===== src/rtl/key_search_pkg.sv =====
// Shared types and default sizing for the multi-core RC4 key-space search.
package key_search_pkg;

    localparam int unsigned NUM_CORES  = 4;
    localparam int unsigned KEY_WIDTH  = 24;
    localparam int unsigned BLOCK_BITS = 16;
    localparam logic [KEY_WIDTH-1:0] KEY_LIMIT = 24'h3FFFFF;
    localparam int unsigned NUM_BLOCKS = (32'(KEY_LIMIT) + 32'd1) >> BLOCK_BITS;

    typedef enum logic [2:0] {
        StIdle,
        StRun,
        StDrain,
        StFound,
        StExhausted
    } key_search_state_t;

endpackage


===== src/rtl/rr_arbiter.sv =====
// Combinational round-robin arbiter: picks the first requester strictly after i_ptr,
// wrapping around so the pointer's own index has the lowest priority.
module rr_arbiter #(
    parameter int unsigned NUM_CORES = 4
) (
    input  logic [NUM_CORES-1:0]                                    i_req,
    input  logic [((NUM_CORES > 1) ? $clog2(NUM_CORES) : 1)-1:0]    i_ptr,
    output logic [NUM_CORES-1:0]                                    o_grant,
    output logic [((NUM_CORES > 1) ? $clog2(NUM_CORES) : 1)-1:0]    o_idx,
    output logic                                                    o_valid
);

    localparam int unsigned IDX_W = (NUM_CORES > 1) ? $clog2(NUM_CORES) : 1;

    logic [31:0] w_pos;

    always_comb begin
        o_grant = '0;
        o_idx   = '0;
        o_valid = 1'b0;
        w_pos   = '0;
        for (int unsigned k = 1; k <= NUM_CORES; k++) begin
            w_pos = (32'(i_ptr) + k) % NUM_CORES;
            if (!o_valid && i_req[w_pos[IDX_W-1:0]]) begin
                o_valid                   = 1'b1;
                o_idx                     = w_pos[IDX_W-1:0];
                o_grant[w_pos[IDX_W-1:0]] = 1'b1;
            end
        end
    end

endmodule


===== src/rtl/key_search_dispatcher.sv =====
// Key-space controller: hands out key blocks to idle cores, latches the first
// solution, broadcasts stop and reports exhaustion of the key space.
module key_search_dispatcher
    import key_search_pkg::*;
#(
    parameter int unsigned           NUM_CORES  = key_search_pkg::NUM_CORES,
    parameter int unsigned           KEY_WIDTH  = key_search_pkg::KEY_WIDTH,
    parameter int unsigned           BLOCK_BITS = key_search_pkg::BLOCK_BITS,
    parameter logic [KEY_WIDTH-1:0]  KEY_LIMIT  = key_search_pkg::KEY_LIMIT
) (
    input  logic                                                 CLOCK_50,
    input  logic                                                 reset_n,
    input  logic                                                 go,
    input  logic [NUM_CORES-1:0]                                 core_req,
    input  logic [NUM_CORES-1:0]                                 core_solved,
    input  logic [NUM_CORES*KEY_WIDTH-1:0]                       core_key,
    output logic [NUM_CORES-1:0]                                 core_grant,
    output logic [KEY_WIDTH-1:0]                                 core_base_key,
    output logic                                                 stop_all,
    output logic                                                 found,
    output logic [KEY_WIDTH-1:0]                                 found_key,
    output logic [((NUM_CORES > 1) ? $clog2(NUM_CORES) : 1)-1:0] found_core,
    output logic                                                 exhausted,
    output logic                                                 busy,
    output logic [KEY_WIDTH-BLOCK_BITS:0]                        blocks_issued
);

    localparam int unsigned IDX_W = (NUM_CORES > 1) ? $clog2(NUM_CORES) : 1;
    localparam int unsigned CNT_W = KEY_WIDTH - BLOCK_BITS + 1;
    localparam logic [KEY_WIDTH:0] BLOCK_STEP = (KEY_WIDTH+1)'(1) << BLOCK_BITS;
    localparam logic [IDX_W-1:0]   PTR_INIT   = IDX_W'(NUM_CORES - 1);

    key_search_state_t r_state, w_state_next;

    // One bit wider than a key so the increment past the last block cannot wrap.
    logic [KEY_WIDTH:0]      r_next_base;
    logic [KEY_WIDTH:0]      w_next_base_inc;
    logic [IDX_W-1:0]        r_ptr;
    logic [NUM_CORES-1:0]    r_grant;
    logic [KEY_WIDTH-1:0]    r_base_key;
    logic [KEY_WIDTH-1:0]    r_found_key;
    logic [IDX_W-1:0]        r_found_core;
    logic [CNT_W-1:0]        r_blocks;

    logic [NUM_CORES-1:0]    w_req_masked;
    logic [NUM_CORES-1:0]    w_arb_grant;
    logic [IDX_W-1:0]        w_arb_idx;
    logic                    w_arb_valid;
    logic                    w_any_solved;
    logic [IDX_W-1:0]        w_win_idx;
    logic [KEY_WIDTH-1:0]    w_win_key;
    logic                    w_do_start;
    logic                    w_do_grant;
    logic                    w_do_solve;

    // A core is still seeing its grant pulse this cycle, so its req is not trusted yet.
    assign w_req_masked    = core_req & ~r_grant;
    assign w_next_base_inc = r_next_base + BLOCK_STEP;

    rr_arbiter #(
        .NUM_CORES (NUM_CORES)
    ) u_rr_arbiter (
        .i_req   (w_req_masked),
        .i_ptr   (r_ptr),
        .o_grant (w_arb_grant),
        .o_idx   (w_arb_idx),
        .o_valid (w_arb_valid)
    );

    always_comb begin
        w_any_solved = |core_solved;
        w_win_idx    = '0;
        w_win_key    = '0;
        for (int i = int'(NUM_CORES) - 1; i >= 0; i--) begin
            if (core_solved[i]) begin
                w_win_idx = IDX_W'(i);
                w_win_key = core_key[i*KEY_WIDTH +: KEY_WIDTH];
            end
        end
    end

    always_ff @(posedge CLOCK_50) begin
        if (!reset_n) begin
            r_state <= StIdle;
        end else begin
            r_state <= w_state_next;
        end
    end

    always_comb begin
        w_state_next = r_state;
        w_do_start   = 1'b0;
        w_do_grant   = 1'b0;
        w_do_solve   = 1'b0;
        unique case (r_state)
            StIdle, StFound, StExhausted: begin
                if (go) begin
                    w_state_next = StRun;
                    w_do_start   = 1'b1;
                end
            end
            StRun: begin
                if (w_any_solved) begin
                    w_state_next = StFound;
                    w_do_solve   = 1'b1;
                end else if (w_arb_valid) begin
                    w_do_grant = 1'b1;
                    if (w_next_base_inc > {1'b0, KEY_LIMIT}) begin
                        w_state_next = StDrain;
                    end
                end
            end
            StDrain: begin
                if (w_any_solved) begin
                    w_state_next = StFound;
                    w_do_solve   = 1'b1;
                end else if (&core_req) begin
                    w_state_next = StExhausted;
                end
            end
            default: w_state_next = StIdle;
        endcase
    end

    always_ff @(posedge CLOCK_50) begin
        if (!reset_n) begin
            r_next_base  <= '0;
            r_ptr        <= PTR_INIT;
            r_grant      <= '0;
            r_base_key   <= '0;
            r_found_key  <= '0;
            r_found_core <= '0;
            r_blocks     <= '0;
        end else begin
            r_grant    <= '0;
            r_base_key <= '0;
            if (w_do_start) begin
                // Pointer returns to its reset value so core 0 has first priority.
                r_next_base  <= '0;
                r_ptr        <= PTR_INIT;
                r_blocks     <= '0;
                r_found_key  <= '0;
                r_found_core <= '0;
            end
            if (w_do_grant) begin
                r_grant     <= w_arb_grant;
                r_base_key  <= r_next_base[KEY_WIDTH-1:0];
                r_next_base <= w_next_base_inc;
                r_blocks    <= r_blocks + CNT_W'(1);
                r_ptr       <= w_arb_idx;
            end
            if (w_do_solve) begin
                r_found_key  <= w_win_key;
                r_found_core <= w_win_idx;
            end
        end
    end

    assign core_grant    = r_grant;
    assign core_base_key = r_base_key;
    assign found         = (r_state == StFound);
    assign exhausted     = (r_state == StExhausted);
    assign stop_all      = found | exhausted;
    assign busy          = (r_state == StRun) || (r_state == StDrain);
    assign found_key     = r_found_key;
    assign found_core    = r_found_core;
    assign blocks_issued = r_blocks;

endmodule


===== config.mk =====
export PLATFORM = sky130hd
export DESIGN_NAME = key_search_dispatcher
export DESIGN_NICKNAME = d
export VERILOG_FILES = /design/src/rtl/key_search_pkg.sv /design/src/rtl/rr_arbiter.sv /design/src/rtl/key_search_dispatcher.sv
export SDC_FILE = /design/constraint.sdc
export NUM_CORES = 1
export LEC_CHECK = 0
export BUFFER_PORTS_ARGS = -buffer_cell sky130_fd_sc_hd__buf_2
export CORE_ASPECT_RATIO = 2
export CORE_MARGIN = 1
export CORE_UTILIZATION = 47
export DETAILED_ROUTE_END_ITERATION = 8
export PLACE_DENSITY = 0.9
export SLEW_MARGIN = 10
export SYNTH_ARGS = -nofsm -noshare
export SYNTH_HDL_FRONTEND = slang
export SYNTH_SLANG_ARGS = --single-unit
export TNS_END_PERCENT = 20

===== constraint.sdc =====
create_clock -name CLOCK_50 -period 2.9 [get_ports CLOCK_50]
set_input_delay 0.145 -clock CLOCK_50 [delete_from_list [all_inputs] [get_ports CLOCK_50]]
set_output_delay 0.145 -clock CLOCK_50 [all_outputs]
set_load 0.05 [all_outputs]

==> flow_summary.toml, run 1 <==
[worst_setup_path]
critical-path-top-delay-family = "compound AO/OA/AOI/OAI gates"
critical_path_s_largest_stage_delay_ns = 0.73
cp_data_arrival_time_ns = 2.49
cp_data_required_time_ns = 3.14
worstSetupStartpoint = "core_grant[3]$_SDFF_PN0_"
critical_path.cell_chain = "nor2b_1 -> nand3_1 -> a2111oi_1 -> o21ai_0 -> a31oi_1"
rr_worst_depth = 5
worst_r2r_end = "core_grant[1]$_SDFF_PN0_"
cp.buffers_inverters = 0
worstSetupStartpointType = "flip-flop"
crit_path_top_delay_cell = "sky130_fd_sc_hd__a2111oi_1"
cp_max_fo = 7
critical_path.reg2reg.startpoint = "core_grant[3]$_SDFF_PN0_"
reg2reg_setup_slack_ns = 0.65
path_class = "reg -> reg"
cp-end-kind = "flip-flop"

[synth]
synth_seq_area_share = 0.337
post_synth.cell_area_avg_um2 = 8.26
most_frequently_used_flop_master_after_synthesis = "sky130_fd_sc_hd__dfxtp_1"
ys_seq_elements = 61
netlist_instances = 439
synth.cell_area_mm2 = 0.00362
synth-async-reset-ratio = 0
synth_enable_flop_cells = 0
yosysWarningCount = 0
cell_variety_after_synth = 63

[timing]
finalCritPeriodShare = 0.776
timing.slew.headroom = 0.355
finalHoldViolations = 0
final-max-slew-violation-count = 0
hold_slack_ns = 0.200
setup_slack_ns = 0.651
tightest_slew_ns = 0.968
unrepaired_setup_endpoints_after_global_routing = "no"
setup-violations-final = 0
maxClockFrequency_mhz = 445
finalSetupTns_ns = 0
worst_clock_skew_ns = 0.00660
finalWorstPathRequiredPeriod_ns = 2.25

[grt]
largest_net_degree_at_the_start_of_global_routing = 31
grt_pass1_wl_um = 18100
antenna_found_initial = 0
grt_usage = 0.281
gr-total-overflow = 0
grt_pass1_vias = 3918

[power]
power_switching_w = 0.000913
power_leakage_nw = 2.11
power_density_over_the_cells_mw_per_mm2 = 584
intPower_w = 0.00182
clockPowerShare = 0.388
combPwrFrac = 0.272
proportion_of_power_drawn_by_flip_flops_and_latches = 0.340
vdd_drop_max_v = 0.000348
p_sw_frac = 0.334
power.total_w = 0.00274

[route]
drt_first_iter_violations = 386
routed_via_density = 5.93
vias = 4037
met3_wire_len_um = 668
drt_wl_total_um = 11200
met2_length_um = 6280
met1_length_um = 3700
top_layer = "met4"
detail_route.drc_violations = 0
drt.antenna.violating_nets = 0
drt_pass1_iterations = 5
avgRoutedWirePerCell_um = 16.4

[floorplan]
initial_utilization = 0.480
fp-row-count = 45
fp.coreArea_mm2 = 0.00754
dieArea_mm2 = 0.00809
die_width_um = 64.1
num_io_pins = 174
die_height_um = 126

[placed_design]
dp_hpwl_um = 8580
gp_congestion = 0.893
dp_cells = 666
pre_cts_ws_ns = 0.744
buffer_ports.inserted = 157

[clock_network]
insertion_delay_ns = 0.32
clockRootBuffer = "sky130_fd_sc_hd__clkbuf_16"
cts_setup_buffers = 0
cts_resized = 0
ctsHoldBuffers = 0
tritoncts.num_buffers = 9
cts.path.max_buffers = 2
cts.reportedPaths.clkPinSlew_ns = 0.05
ctsHtreeMaxLevel = 3
clock-sinks = 61
clock_tree_from_tritoncts = "yes"

[layout]
nNetsFinal = 701
final-instance-count-excl-fill = 681
ratio_of_cells_with_drive_above_1_in_the_final_layout = 0.339
filler_cell_count = 658
area_growth_syn_to_layout_pct = 29.3
diodes = 0

[hold_path]
worst_hold_startpoint = "core_solved[3]"
holdPathStages = 3
timing.hold.worst.class = "in -> reg"
hold_end = "found_core[1]$_SDFFE_PN0P_"

[outcome]
status = "complete, no violations"

[job]
cap_violations = 0
[cell usage after synthesis (3+ instances only)]
library cell	number	area, um^2
sky130_fd_sc_hd__buf_2	8	40.0
sky130_fd_sc_hd__and3_1	3	18.8
sky130_fd_sc_hd__nand2b_1	5	31.3
sky130_fd_sc_hd__nor2b_1	5	31.3
sky130_fd_sc_hd__a311oi_1	4	35.0
sky130_fd_sc_hd__o21ai_0	15	75.1
sky130_fd_sc_hd__a21oi_1	41	205
sky130_fd_sc_hd__nand2_1	19	71.3
sky130_fd_sc_hd__nand3_1	13	65.1
sky130_fd_sc_hd__nor2_1	42	158
sky130_fd_sc_hd__ha_1	11	138
sky130_fd_sc_hd__nor3_1	10	50.1
sky130_fd_sc_hd__and2_1	5	31.3
sky130_fd_sc_hd__o22ai_1	25	156
sky130_fd_sc_hd__and3_2	5	37.5
sky130_fd_sc_hd__a31oi_1	9	56.3
sky130_fd_sc_hd__clkbuf_1	19	71.3
sky130_fd_sc_hd__a22oi_1	55	413
sky130_fd_sc_hd__inv_1	7	26.3
sky130_fd_sc_hd__buf_4	17	128
sky130_fd_sc_hd__dfxtp_1	61	1220
sky130_fd_sc_hd__nand4_1	8	50.1
sky130_fd_sc_hd__mux2i_1	5	50.1
[worst reg2reg max path: stages, from the launching register on]
cell                        delay (ns)
sky130_fd_sc_hd__dfxtp_1          0.34
sky130_fd_sc_hd__nor2b_1          0.50
sky130_fd_sc_hd__nand3_1          0.15
sky130_fd_sc_hd__a2111oi_1        0.74
sky130_fd_sc_hd__o21ai_0          0.23
sky130_fd_sc_hd__a31oi_1          0.22
[area by class of cell]
cell class / count / area (um^2) / area share
Inverter: 7 / 26.3 / 0.00560
Clock buffer: 12 / 256 / 0.0547
Timing Repair Buffer: 164 / 838 / 0.179
Multi-Input combinational cell: 340 / 2180 / 0.466
Tap cell: 94 / 118 / 0.0251
Clock inverter: 3 / 45.0 / 0.00961
Sequential cell: 61 / 1220 / 0.260
[power groups by stage]
stage,combinational [W],sequential [W],clock [W]
floorplan,0.000378,0.00111,0
global placement,0.000723,0.000944,0
detailed placement,0.000738,0.000945,0
CTS,0.000740,0.000929,0.00107
global route,0.000792,0.000938,0.00110
finish,0.000744,0.000930,0.00106
[flip-flops by register name, summed over array words and instances (netlist names)]
name           flops
blocks_issued      9
core_base_key      8
core_grant         4
found_core         2
found_key         24
r_next_base        9
r_ptr              2
r_state            3
[routing by layer]
metal  track usage  vias to the layer above
met1         0.270                     1857
li1              -                     1911
met2         0.539                      223
met4         0.165                        0
met3        0.0471                       46
met5             0                        -
[worst max path at each step]
stage,to,slack [ns],depth (start not counted)
detailed placement,core_grant[1]$_SDFF_PN0_,0.74,5
global route,core_grant[1]$_SDFF_PN0_,0.52,5
CTS,core_grant[1]$_SDFF_PN0_,0.71,5
finish,core_grant[1]$_SDFF_PN0_,0.65,5
global placement,core_grant[0]$_SDFF_PN0_,0.86,5
floorplan,blocks_issued[1]$_SDFFE_PN0P_,0.82,6
[cell usage in the layout (no fill, tap or decap), types with 3 or more instances in the layout]
master and n:
sky130_fd_sc_hd__nor2b_1 4, sky130_fd_sc_hd__o22ai_1 25, sky130_fd_sc_hd__nand2_1 19, sky130_fd_sc_hd__nand3_1 13, sky130_fd_sc_hd__a22oi_1 55, sky130_fd_sc_hd__and2_1 5
sky130_fd_sc_hd__o21ai_0 15, sky130_fd_sc_hd__nor3_1 10, sky130_fd_sc_hd__and3_2 5, sky130_fd_sc_hd__nand2b_1 5, sky130_fd_sc_hd__a21oi_1 41, sky130_fd_sc_hd__a31oi_1 9
sky130_fd_sc_hd__nor2_1 41, sky130_fd_sc_hd__clkbuf_16 9, sky130_fd_sc_hd__nand4_1 8, sky130_fd_sc_hd__inv_1 7, sky130_fd_sc_hd__conb_1 16, sky130_fd_sc_hd__ha_1 11
sky130_fd_sc_hd__a311oi_1 4, sky130_fd_sc_hd__buf_4 7, sky130_fd_sc_hd__buf_2 157, sky130_fd_sc_hd__dfxtp_1 61, sky130_fd_sc_hd__and3_1 3, sky130_fd_sc_hd__mux2i_1 5
[cell families after synthesis]
| family | count (synthesis) | synth area share |
|---|---|---|
| AOI/OAI and AO/OA | 165 | 0.299 |
| and+or+nand+nor | 138 | 0.212 |
| DFF | 61 | 0.337 |
| buffers and inverters | 53 | 0.0794 |
| adders and majority gates | 11 | 0.0380 |
| muxes | 7 | 0.0262 |
| xor gates and xnor gates | 3 | 0.00725 |
| other | 1 | 0.00103 |
[per-stage QoR]
stage               area, um^2  utilization
global placement          4390        0.581
detailed placement        4390        0.581
finish                    4690        0.621
CTS                       4690        0.621
global route              4690        0.621
floorplan                 3680            -
Power figures use the tool's default switching activity.
==> inputs of run 2 (changes only) <==
- CORE_UTILIZATION: 47 -> 42
- PLACE_DENSITY: 0.9 -> 0.86
- clock period: 2.9 -> 1.8 ns (I/O delays scaled with it)
==> flow_summary.toml, run 2 (synthesis results as in run 1) <==
[outcome]
status = "complete, but fails checks"
failed_checks = "setup timing"

[clock_network]
tritoncts.num_buffers = 9
insertion_delay_ns = 0.33
clock-sinks = 61
clockRootBuffer = "sky130_fd_sc_hd__clkbuf_16"
ctsHoldBuffers = 0
cts.path.max_buffers = 2
ctsHtreeMaxLevel = 3
clock_tree_from_tritoncts = "yes"
cts.reportedPaths.clkPinSlew_ns = 0.05

[hold_path]
holdPathStages = 3
hold_end = "found_core[1]$_SDFFE_PN0P_"
timing.hold.worst.class = "in -> reg"
worst_hold_startpoint = "core_solved[3]"

[layout]
final-seq-area_mm2 = 0.00123
post-route-util = 0.601
area_growth_syn_to_layout_pct = 37.6
filler_cell_count = 710
diodes = 0
multi_input_area_mm2 = 0.00228
largest_register_ffs = 24
ratio_of_cells_with_drive_above_1_in_the_final_layout = 0.398
nNetsFinal = 724
layout.cells.most_common_list = "157 x sky130_fd_sc_hd__buf_2, 56 x sky130_fd_sc_hd__dfxtp_1, 54 x sky130_fd_sc_hd__a22oi_1, 41 x sky130_fd_sc_hd__nor2_1, 40 x sky130_fd_sc_hd__a21oi_1"
commonest_non_fill_non_tap_cell_in_the_layout = "sky130_fd_sc_hd__buf_2"

[power]
power.total_w = 0.00450
power_leakage_nw = 2.24
vdd_drop_max_v = 0.000596
power_density_over_the_cells_mw_per_mm2 = 902

[timing]
setup-violations-final = 1
hold_slack_ns = 0.118
unrepaired_setup_endpoints_after_global_routing = "yes"
worst_clock_skew_ns = 0.00485
tightest_slew_ns = 1.10
setup_slack_ns = -0.0341
finalSetupTns_ns = -0.0341
final-max-slew-violation-count = 0
finalCritPeriodShare = 1.02
finalHoldViolations = 0
maxClockFrequency_mhz = 545
finalWorstPathRequiredPeriod_ns = 1.83
timing.slew.headroom = 0.266

[worst_setup_path]
cp.buffers_inverters = 0
reg2reg_setup_slack_ns = -0.03
crit_cells = 5
rr_worst_depth = 5
critical_path.reg2reg.startpoint = "core_grant[2]$_SDFF_PN0_"
worst_r2r_end = "r_ptr[0]$_SDFFE_PN1P_"
worstSetupStartpoint = "core_grant[2]$_SDFF_PN0_"
path_class = "reg -> reg"
crit_path_top_delay_cell = "sky130_fd_sc_hd__mux4_2"
critical_path_s_largest_stage_delay_ns = 0.56
cp_max_fo = 5
critical_path.cell_chain = "and2b_2 -> mux4_2 -> nand2b_4 -> a311oi_2 -> a41oi_2"
cp_data_arrival_time_ns = 2.02
worstSetupStartpointType = "flip-flop"
critical-path-top-delay-family = "multiplexers"
cp_data_required_time_ns = 1.99
cp-end-kind = "flip-flop"

[route]
avgRoutedWirePerCell_um = 17.0
drt_wl_total_um = 12100
vias = 4289
drt_first_iter_violations = 439
detail_route.drc_violations = 0
routed_via_density = 6.05
drt_pass1_iterations = 5
drt.antenna.violating_nets = 0

[floorplan]
dieArea_mm2 = 0.00903
fp.coreArea_mm2 = 0.00829
die_height_um = 133
num_io_pins = 174
die_width_um = 67.7
fp-row-count = 47
initial_utilization = 0.437

[grt]
gr-total-overflow = 0
grt_pass1_wl_um = 18600
largest_net_degree_at_the_start_of_global_routing = 26
grt_usage = 0.270
grt_pass1_vias = 4192
antenna_found_initial = 0

[placed_design]
gp_congestion = 0.923
buffer_ports.inserted = 157
dp_hpwl_um = 8750

[job]
cap_violations = 0
-- run 2: cell count changes in the layout (fill, tap and decap cells not counted), moves of 2 or more --
| cell | before | now |
|---|---|---|
| sky130_fd_sc_hd__clkinv_4 | 0 | 2 |
| sky130_fd_sc_hd__buf_4 | 7 | 29 |
| sky130_fd_sc_hd__dfxtp_4 | 0 | 2 |
| sky130_fd_sc_hd__dfxtp_1 | 61 | 56 |
| sky130_fd_sc_hd__dfxtp_2 | 0 | 3 |
-- run 2: report_power, final --
part / switching (W) / total, W / internal [W]
combinational: 0.000860 / 0.00126 / 0.000400
clock: 0.000635 / 0.00175 / 0.00111
sequential: 0.0000520 / 0.00149 / 0.00144
-- run 2: area by class of cell --
cell class              count  area share
clock buffers              11      0.0487
clock inverters             5      0.0120
inverters                   7     0.00527
multi-input cells         340       0.457
flip-flops and latches     61       0.247
well taps                  98      0.0246
repair buffers            187       0.205
-- run 2: timing repair --
item,in CTS,in global routing
pin swaps,0,2
resized for setup,1,13
setup endpoints to repair,4,17
setup buffers,0,1
-- run 2: worst max-delay path by stage --
stage,end,slack [ns]
3_5_place_dp,core_grant[3]$_SDFF_PN0_,0.003
5_1_grt,r_next_base[20]$_SDFFE_PN0P_,-0.19
3_3_place_gp,r_next_base[23]$_SDFFE_PN0P_,0.08
6_report,r_ptr[0]$_SDFFE_PN1P_,-0.03
2_1_floorplan,blocks_issued[1]$_SDFFE_PN0P_,-0.02
4_1_cts,r_ptr[0]$_SDFFE_PN1P_,0.01
-- run 2: stage by stage --
stage / instance area, um^2 / worst slack, ns / std cells
detailed placement: 4600 / 0.00290 / 692
finish: 4990 / -0.0341 / 709
CTS: 4900 / 0.0102 / 708
global route: 4990 / -0.194 / 709
floorplan: 3710 / -0.0190 / 454
global placement: 4600 / 0.0839 / 692
-- run 2: per-layer routing --
| metal | routed length (um) | share of wire | up-vias | global-route usage |
|---|---|---|---|---|
| met1 | 4110 | 0.34 | 2030 | 0.248 |
| met2 | 6780 | 0.56 | 253 | 0.507 |
| met5 | 0 | 0 | - | 0 |
| li1 | - | - | 1958 | - |
| met3 | 695 | 0.058 | 48 | 0.0616 |
| met4 | 495 | 0.041 | 0 | 0.147 |
-- run 2: tightest hold or removal path, delay by kind of cell --
kind | cells | cell delay [ns]
AO/OA/AOI/OAI | 2 | 0.20
buffers and inverters | 1 | 0.12
==> inputs of run 3 (changes only) <==
--- a/config.mk
+++ b/config.mk
@@ -12,5 +12,4 @@
 export DETAILED_ROUTE_END_ITERATION = 8
 export PLACE_DENSITY = 0.86
-export SLEW_MARGIN = 10
 export SYNTH_ARGS = -nofsm -noshare
 export SYNTH_HDL_FRONTEND = slang
==> constraint.sdc (replaced) <==
create_clock -name CLOCK_50 -period 1.8 [get_ports CLOCK_50]
set_input_delay 0.27 -clock CLOCK_50 [delete_from_list [all_inputs] [get_ports CLOCK_50]]
set_output_delay 0.27 -clock CLOCK_50 [all_outputs]
set_load 0.05 [all_outputs]
==> flow_summary.toml, run 3 (synthesis results as in run 1) <==
[outcome]
status = "complete, no violations"

[route]
drt_wl_total_um = 12000
drt_first_iter_violations = 352
avgRoutedWirePerCell_um = 16.7
drt_pass1_iterations = 6
vias = 4249
routed_via_density = 5.93
detail_route.drc_violations = 0
drt.antenna.violating_nets = 0

[placed_design]
buffer_ports.inserted = 157
placed_area_mm2 = 0.00468
dp_hpwl_um = 8980
dp_cells = 699
gp_congestion = 0.940

[power]
vdd_drop_max_v = 0.000677
power_density_over_the_cells_mw_per_mm2 = 923
power_leakage_nw = 2.31

[hold_path]
worst_hold_startpoint = "core_solved[3]"
holdPathStages = 3
timing.hold.worst.class = "in -> reg"

[clock_network]
tritoncts.num_buffers = 9
cts.path.max_buffers = 2
clockRootBuffer = "sky130_fd_sc_hd__clkbuf_16"
ctsHtreeMaxLevel = 3
insertion_delay_ns = 0.32
cts.reportedPaths.clkPinSlew_ns = 0.05
clock_tree_from_tritoncts = "yes"
clock-sinks = 61

[worst_setup_path]
cp_max_fo = 5
cp_data_arrival_time_ns = 2.00
critical_path.reg2reg.startpoint = "core_grant[2]$_SDFF_PN0_"
worstSetupStartpointType = "flip-flop"
path_class = "reg -> reg"
reg2reg_setup_slack_ns = 0.03
rr_worst_depth = 5
cp-end-kind = "flip-flop"
critical_path.cell_chain = "and2b_2 -> mux4_2 -> a21oi_2 -> a22oi_1 -> a31oi_1"
crit_path_top_delay_cell = "sky130_fd_sc_hd__mux4_2"
critical_path_s_largest_stage_delay_ns = 0.55
cp_data_required_time_ns = 2.04
worstSetupStartpoint = "core_grant[2]$_SDFF_PN0_"

[layout]
post-route-util = 0.615
layout.cells.most_common_list = "156 x sky130_fd_sc_hd__buf_2, 54 x sky130_fd_sc_hd__a22oi_1, 52 x sky130_fd_sc_hd__dfxtp_1, 40 x sky130_fd_sc_hd__nor2_1, 40 x sky130_fd_sc_hd__a21oi_1"
fin_area_mm2 = 0.00510
commonest_non_fill_non_tap_cell_in_the_layout = "sky130_fd_sc_hd__buf_2"
nNetsFinal = 731
area_growth_syn_to_layout_pct = 40.7
ratio_of_cells_with_drive_above_1_in_the_final_layout = 0.416
largest_register_ffs = 24
diodes = 0
final-instance-count-excl-fill = 716

[timing]
maxClockFrequency_mhz = 566
unrepaired_setup_endpoints_after_global_routing = "yes"
finalCritPeriodShare = 0.981
hold_slack_ns = 0.308
final-max-slew-violation-count = 0
worst_clock_skew_ns = 0.00406
setup-violations-final = 0
finalHoldViolations = 0
finalWorstPathRequiredPeriod_ns = 1.77

[job]
cap_violations = 0

[grt]
grt_pass1_wl_um = 18900
largest_net_degree_at_the_start_of_global_routing = 36
grt_pass1_vias = 4202
gr-total-overflow = 0
antenna_found_initial = 0
grt_usage = 0.274

[floorplan]
dieArea_mm2 = 0.00903
initial_utilization = 0.437
num_io_pins = 174
die_width_um = 67.7
fp-row-count = 47
fp.coreArea_mm2 = 0.00829
die_height_um = 133
[run 3: cell count changes in the layout (fill, tap and decap cells not counted), moves of 2 or more]
cell	change
sky130_fd_sc_hd__dfxtp_2	+4
sky130_fd_sc_hd__buf_6	+3
sky130_fd_sc_hd__dfxtp_1	-4
sky130_fd_sc_hd__buf_12	+2
sky130_fd_sc_hd__buf_4	+3
sky130_fd_sc_hd__clkinv_4	-2
sky130_fd_sc_hd__nor2b_1	-2
sky130_fd_sc_hd__nor2b_2	+2
[run 3: critical path: cells and delay by family (launching register included)]
kind	cells	cell delay (ns)
flops	1	0.35
compound gates	3	0.52
mux	1	0.55
simple gates	1	0.26
[run 3: metrics by stage]
step / TNS [ns] / power [W] / worst slack [ns]
final: 0 / 0.00471 / 0.0346
after global routing: -0.0349 / 0.00488 / -0.0259
after CTS: 0 / 0.00472 / 0.0122
after detailed placement: -0.625 / 0.00277 / -0.138
after global placement: -0.132 / 0.00273 / -0.0531
after floorplan: -0.0190 / 0.00240 / -0.0190
[run 3: power breakdown]
part / internal, W / switching, W
clock network: 0.00133 / 0.000596
registers: 0.00144 / 0.0000539
logic: 0.000419 / 0.000867
total: 0.00319 / 0.00152
[run 3: final timing paths]
check / endpoint
max: core_grant[1]$_SDFF_PN0_
min: found_core[1]$_SDFFE_PN0P_
max reg2reg: core_grant[1]$_SDFF_PN0_
min reg2reg: found_core[1]$_SDFFE_PN0P_
[run 3: area by class of cell]
class	count	area, um^2
multi-input combinational	340	2260
sequential	61	1240
clock buffer	13	272
tap	98	123
inverter	7	26.3
timing repair buffer	194	1110
clock inverter	3	65.1
fill	676	3190
[run 3: per-layer routing]
| metal | track usage | routed length, um | vias to the layer above |
|---|---|---|---|
| met4 | 0.168 | 596 | 0 |
| met1 | 0.270 | 4030 | 1978 |
| met2 | 0.490 | 6630 | 249 |
| met3 | 0.0574 | 694 | 50 |
| li1 | - | - | 1972 |
| met5 | 0 | 0 | - |
[run 3: what timing repair did]
| item | CTS | global route |
|---|---|---|
| resized for setup | 9 | 15 |
| pin swaps | 0 | 2 |
| hold buffers | 0 | 0 |
| setup buffers | 1 | 0 |
| endpoints found under the setup margin | 6 | 10 |
